===== config.mk =====
export PLATFORM = sky130hd
export DESIGN_NAME = uart_image_loader
export DESIGN_NICKNAME = d
export VERILOG_FILES = /design/src/rtl/uart_image_loader.sv
export SDC_FILE = /design/constraint.sdc
export NUM_CORES = 1
export LEC_CHECK = 0
export ABC_AREA = 1
export CAP_MARGIN = 25
export CORE_ASPECT_RATIO = 0.9
export CORE_MARGIN = 5
export CORE_UTILIZATION = 45
export CTS_BUF_LIST = sky130_fd_sc_hd__clkbuf_4
export DETAILED_ROUTE_END_ITERATION = 16
export HOLD_SLACK_MARGIN = 0.03
export MAX_ROUTING_LAYER = met4
export PLACE_DENSITY = 0.67
export SLEW_MARGIN = 20
export SYNTH_ARGS = -nofsm -noshare
export SYNTH_HDL_FRONTEND = slang
export SYNTH_SLANG_ARGS = --single-unit

===== constraint.sdc =====
create_clock -name CLOCK_50 -period 1.5 [get_ports CLOCK_50]
set_input_delay 0.15 -clock CLOCK_50 [delete_from_list [all_inputs] [get_ports CLOCK_50]]
set_output_delay 0.15 -clock CLOCK_50 [all_outputs]
set_load 0.05 [all_outputs]

===== src/rtl/uart_image_loader.sv =====
// UART (8N1, or 8E1 with LOADER_PARITY_EN) receiver feeding a frame-memory writer:
// each byte carries two 3-bit RGB pixels, written to consecutive addresses.
module uart_image_loader #(
  parameter int CLK_FREQ   = 50000000,
  parameter int BAUD       = 115200,
  parameter int NUM_PIXELS = 19200,
  parameter int ADDR_W     = 15
) (
  input  logic              CLOCK_50,
  input  logic              resetn,
  input  logic              UART_RXD,
  input  logic              start,
  output logic [ADDR_W-1:0] mem_addr_write,
  output logic [2:0]        mem_data_write,
  output logic              memory_write_en,
  output logic              endOfUartPackets,
  output logic              busy,
  output logic              framing_err
);
  localparam int CPB  = CLK_FREQ / BAUD;
  localparam int HALF = CPB / 2;
  localparam int CW   = $clog2(CPB);
  localparam logic [ADDR_W-1:0] LAST = ADDR_W'(NUM_PIXELS - 1);

  typedef enum logic [2:0] {R_IDLE, R_START, R_DATA, R_PAR, R_STOP, R_WAIT} rx_state_t;
  typedef enum logic [1:0] {IDLE, LOAD, WRITE_HI, DONE} ld_state_t;

  // ---------------- receiver ----------------
  logic [1:0]    sync;
  logic          rx_s, rx_prev;
  rx_state_t     rs, rs_n;
  logic [CW-1:0] cnt, cnt_n;
  logic [2:0]    bidx, bidx_n;
  logic [7:0]    sh, sh_n;
  logic          rx_valid, rx_valid_n, rx_err, rx_err_n, par_ok;
  logic          tick, half;

  assign rx_s = sync[1];
  assign tick = (cnt == CW'(CPB - 1));
  assign half = (cnt == CW'(HALF - 1));

`ifdef LOADER_PARITY_EN
  logic par_bad, par_bad_n;
  assign par_ok = ~par_bad;
`else
  assign par_ok = 1'b1;
`endif

  always_comb begin
    rs_n       = rs;
    cnt_n      = cnt + CW'(1);
    bidx_n     = bidx;
    sh_n       = sh;
    rx_valid_n = 1'b0;
    rx_err_n   = 1'b0;
`ifdef LOADER_PARITY_EN
    par_bad_n  = par_bad;
`endif
    case (rs)
      R_IDLE: begin
        cnt_n = '0;
        if (rx_prev && !rx_s) rs_n = R_START;
      end
      R_START: if (half) begin
        cnt_n  = '0;
        bidx_n = '0;
        rs_n   = rx_s ? R_IDLE : R_DATA;  // high at mid start bit: glitch
      end
      R_DATA: if (tick) begin
        cnt_n  = '0;
        sh_n   = {rx_s, sh[7:1]};
        bidx_n = bidx + 3'd1;
`ifdef LOADER_PARITY_EN
        if (bidx == 3'd7) rs_n = R_PAR;
`else
        if (bidx == 3'd7) rs_n = R_STOP;
`endif
      end
`ifdef LOADER_PARITY_EN
      R_PAR: if (tick) begin
        cnt_n     = '0;
        par_bad_n = ^{sh, rx_s};
        rs_n      = R_STOP;
      end
`endif
      R_STOP: if (tick) begin
        cnt_n = '0;
        if (rx_s && par_ok) begin
          rx_valid_n = 1'b1;
          rs_n       = R_IDLE;
        end else begin
          rx_err_n = 1'b1;
          rs_n     = R_WAIT;
        end
      end
      R_WAIT: begin
        cnt_n = '0;
        if (rx_s) rs_n = R_IDLE;
      end
      default: rs_n = R_IDLE;
    endcase
  end

  always_ff @(posedge CLOCK_50 or negedge resetn) begin
    if (!resetn) begin
      sync     <= 2'b11;
      rx_prev  <= 1'b1;
      rs       <= R_IDLE;
      cnt      <= '0;
      bidx     <= '0;
      sh       <= '0;
      rx_valid <= 1'b0;
      rx_err   <= 1'b0;
`ifdef LOADER_PARITY_EN
      par_bad  <= 1'b0;
`endif
    end else begin
      sync     <= {sync[0], UART_RXD};
      rx_prev  <= rx_s;
      rs       <= rs_n;
      cnt      <= cnt_n;
      bidx     <= bidx_n;
      sh       <= sh_n;
      rx_valid <= rx_valid_n;
      rx_err   <= rx_err_n;
`ifdef LOADER_PARITY_EN
      par_bad  <= par_bad_n;
`endif
    end
  end

  // ---------------- loader ----------------
  ld_state_t         st, st_n;
  logic [ADDR_W-1:0] addr, addr_n, wa_n;
  logic [2:0]        hi_pix, hi_n, wd_n;
  logic              we_n, clr, busy_n, eop_n;

  always_comb begin
    st_n   = st;
    addr_n = addr;
    hi_n   = hi_pix;
    we_n   = 1'b0;
    wa_n   = '0;
    wd_n   = '0;
    clr    = 1'b0;
    case (st)
      IDLE, DONE: begin
        addr_n = '0;
        if (start) begin
          st_n = LOAD;
          clr  = 1'b1;
        end
      end
      LOAD: if (rx_valid) begin
        we_n = 1'b1;
        wa_n = addr;
        wd_n = sh[2:0];
        hi_n = sh[5:3];
        st_n = WRITE_HI;
      end
      WRITE_HI: begin
        we_n = 1'b1;
        wa_n = addr + ADDR_W'(1);
        wd_n = hi_pix;
        if (addr + ADDR_W'(1) == LAST) begin
          st_n   = DONE;
          addr_n = '0;
        end else begin
          st_n   = LOAD;
          addr_n = addr + ADDR_W'(2);
        end
      end
      default: st_n = IDLE;
    endcase
    busy_n = (st_n == LOAD) || (st_n == WRITE_HI);
    // one cycle behind DONE entry, so it rises after the last odd write
    eop_n  = (st == DONE) && !start;
  end

  always_ff @(posedge CLOCK_50 or negedge resetn) begin
    if (!resetn) begin
      st               <= IDLE;
      addr             <= '0;
      hi_pix           <= '0;
      mem_addr_write   <= '0;
      mem_data_write   <= '0;
      memory_write_en  <= 1'b0;
      busy             <= 1'b0;
      endOfUartPackets <= 1'b0;
      framing_err      <= 1'b0;
    end else begin
      st               <= st_n;
      addr             <= addr_n;
      hi_pix           <= hi_n;
      mem_addr_write   <= wa_n;
      mem_data_write   <= wd_n;
      memory_write_en  <= we_n;
      busy             <= busy_n;
      endOfUartPackets <= eop_n;
      if (clr)    framing_err <= 1'b0;
      if (rx_err) framing_err <= 1'b1;
    end
  end
endmodule


==> flow_summary_export.csv <==
group,metric,value,unit
status,status,"finished clean",
clock_tree,cts_tree,"done",
sta,report.final.slew_viol_count,0,
global_routing,grt_use_total,0.153,
floorplanning,rows,29,
final_layout,final_area,0.00404,sq mm
clock_tree,h-tree-depth,3,
pwr,p_clk_frac,0.267,
worst_setup_path,end_kind,"flip-flop",
synthesis,yosys_warnings,0,
placed_design,routabilityCongestion,0.897,
floorplanning,core,0.00700,sq mm
global_routing,grt_max_degree,70,
drt,routed_wl,6360,um
worst_setup_path,crit_start,"cnt[1]",
drt,vias_per_cell,4.81,
worst_setup_path,arrival,1.79,ns
drt,via_count,2523,
sta,grt_setup_unrepaired,"yes",
drt,drtIter0Drc,71,
drt,wire_per_inst,12.1,um
synthesis,synth_area,0.00320,sq mm
worst_setup_path,crit_family,"simple AND/OR/NAND/NOR gates",
sta,fin_crit_sh,0.984,
synthesis,synth_top_area_cell,"dfrtp_1",
synthesis,synth_fp_nets,381,
drt,first_pass_iters,4,
clock_tree,cts_made_buffers,9,
pwr,p_comb_frac,0.304,
worst_setup_path,cp-start-kind,"flip-flop",
drt,ant_nets,0,
final_layout,final_cells,524,
worst_setup_path,crit_fanout,7,
sta,hold_viol,0,
final_layout,synthToLayoutAreaGrowth,26.4,%
pwr,ir_worst_vdd,0.944,mV
floorplanning,pin_count,26,
clock_tree,cts_buffer_depth,2,
placed_design,placed_cells,502,
worst_setup_path,cp_cell_sequence,"inv_2 -> ha_4 -> nand2_4 -> inv_2 -> nand2_2 -> nor2_4 -> nand2_4 -> buf_12 -> nand2_4 -> o21ai_2",
final_layout,drive_above_1_share,0.267,
final_layout,fin_nets,440,
global_routing,grt_use_met2,0.243,
run,max-cap-violations,0,
sta,fin_skew,0.0118,ns
placed_design,io_buffers,25,
drt,remaining_drc_errors,0,
sta,fmax,677,MHz
global_routing,grt_antenna_before_repair,0,
global_routing,use_met1,0.181,
worst_setup_path,crit_top_cell,"nand2_4",
sta,setup_viol,0,
floorplanning,start_util,0.457,
clock_tree,clk_pin_slew,0.11,ns
floorplanning,die_h,90.0,um
worst_setup_path,cpPeakStageDelay,0.40,ns
worst_setup_path,crit_buf_inv,3,
clock_tree,cts_root_buf,"clkbuf_4",
pwr,p_switching,1.69,mW
min_path,worstHoldStart,"UART_RXD",
synthesis,netlist_top_cells_area,"dfrtp_1 (52%), nand2_1 (9.6%), nor2_1 (7.0%)",
clock_tree,cts_sinks,69,
worst_setup_path,timing.rr.start,"cnt[1]",
global_routing,overflow,0,
synthesis,synth_top_area_frac,0.516,
min_path,worstHoldPathType,"in -> reg",
worst_setup_path,reg2reg_slack,0.02,ns
sta,tightest_slew,0.356,ns
synthesis,yosysSeqAreaShare,0.541,
final_layout,mostFrequentLayoutCells,"nand2_1 (68), dfrtp_1 (65), nor2_1 (53)",
placed_design,postPlaceCellArea,0.00366,sq mm
floorplanning,chipWidth,98.9,um
floorplanning,die-area,0.00889,sq mm
pwr,power_density,1210,mW/mm^2
global_routing,grt_pass1_wl,10800,um
pwr,power_frac_seq,0.429,
worst_setup_path,critPathSlowestCell,"dfrtp_1",
worst_setup_path,cp.required,1.81,ns
global_routing,grt_util_met3,0.0526,
synthesis,ys_types,30,
synthesis,syn_inst,367,
pwr,power.internal,3.20,mW
pwr,total_power,4.89,mW
worst_setup_path,critical_path_class,"reg -> reg",
sta,relSlewSlack,0.763,
sta,min_period,1.48,ns
placed_design,dp_hpwl,4360,um
global_routing,grt_pass1_vias,2399,
pwr,sw_frac_of_total,0.346,
pwr,leakage,1.97,nW
clock_tree,worstSkewPairLatency,0.41,ns
global_routing,top_usage_layer,"met2",
final_layout,diodes,0,
final_layout,final_common_cell,"nand2_1",
synthesis,ys_ff_latch,69,
synthesis,avgSynthCellArea,8.71,sq um
-- worst reg2reg max path, delay by kind of cell (launching register included) --
| family | cells | cell delay (ns) |
|---|---|---|
| AOI/OAI and AO/OA | 1 | 0.04 |
| and+or+nand+nor | 5 | 0.49 |
| DFF | 1 | 0.40 |
| adders and majority gates | 1 | 0.14 |
| buffers and inverters | 3 | 0.31 |
-- power groups by stage --
| stage | Clock, mW | Combinational [mW] | Sequential, mW |
|---|---|---|---|
| 2_1_floorplan | 0 | 0.809 | 2.15 |
| 3_5_place_dp | 0 | 1.23 | 2.11 |
| 5_1_grt | 1.43 | 1.66 | 2.11 |
| 6_report | 1.31 | 1.48 | 2.10 |
| 4_1_cts | 1.35 | 1.25 | 2.07 |
| 3_3_place_gp | 0 | 1.21 | 2.10 |
-- synth_stat cells --
cell      number
nand2_1       82
dfrtp_1       66
nor2_1        60
inv_1         54
nand3_1       18
o21ai_0       18
ha_1          10
xor2_1        10
nand4_1        8
nor3_1         6
o21ai_2        6
a21oi_1        3
dfstp_2        3
nand2_2        3
nor2_4         3
buf_6          2
nand3b_1       2
a21o_1         1
a31oi_1        1
a32o_1         1
buf_4          1
inv_2          1
nor2_2         1
nor3_4         1
nor4_1         1
o211ai_1       1
o21bai_1       1
o31ai_1        1
or2_0          1
xnor2_1        1
-- what timing repair did --
| action | 4_1_cts | 5_1_grt |
|---|---|---|
| cloned | 0 | 2 |
| buffers inserted | 0 | 3 |
| gates resized for setup | 3 | 50 |
| pin swaps | 1 | 9 |
| hold endpoints to repair | 66 | 0 |
| setup endpoints to repair | 14 | 45 |
| hold buffers | 1 | 0 |
-- per-layer routing --
metal	vias to the layer above	share of wire
li1	1269	-
met1	1181	0.43
met2	59	0.50
met3	14	0.048
met4	0	0.021
met5	-	0
-- state kept, by name, indices dropped and copies added (netlist names), 3 cells and up --
signal,cells
addr,14
bidx,3
cnt,9
hi_pix,3
mem_addr_write,15
mem_data_write,3
rs,3
sh,8
-- through the flow --
step	setup TNS, ns	setup WS [ns]	utilization	hold slack, ns
floorplan	0	0.0504	-	-0.146
global placement	0	0.0136	0.523	0.197
detailed placement	-0.0141	-0.0131	0.523	0.207
CTS	0	0.000819	0.547	0.117
global route	-1.14	-0.0800	0.577	0.0884
finish	0	0.0238	0.577	0.132
-- path summary, 6_finish.rpt --
path / end / depth (start not counted)
setup / recovery: sh[0] / 10
hold / removal: sync[0] / 1
setup reg to reg: sh[0] / 10
hold reg to reg: sync[1] / 0
max in group asynchronous: sync[0] / 3
min in group asynchronous: mem_addr_write[11] / 3
-- logic make-up (layout without fill, tap and decap cells) --
logic type / count (synthesis) / after routing / synth area share
xor+xnor: 11 / 11 / 0.0301
fa+ha+maj: 10 / 10 / 0.0391
buf+inv: 58 / 121 / 0.0739
compound gates: 33 / 33 / 0.0638
flops: 69 / 69 / 0.541
simple gates: 186 / 187 / 0.252
-- cell type report --
class                      instances  area, sq um
sequential                        69         1730
multi-input combinational        241         1400
fill                             612         2960
inverter                          55          206
clock buffer                      10         75.1
timing repair buffer              50          435
clock inverter                     6         77.6
tap                               93          116
Power figures use the tool's default switching activity.
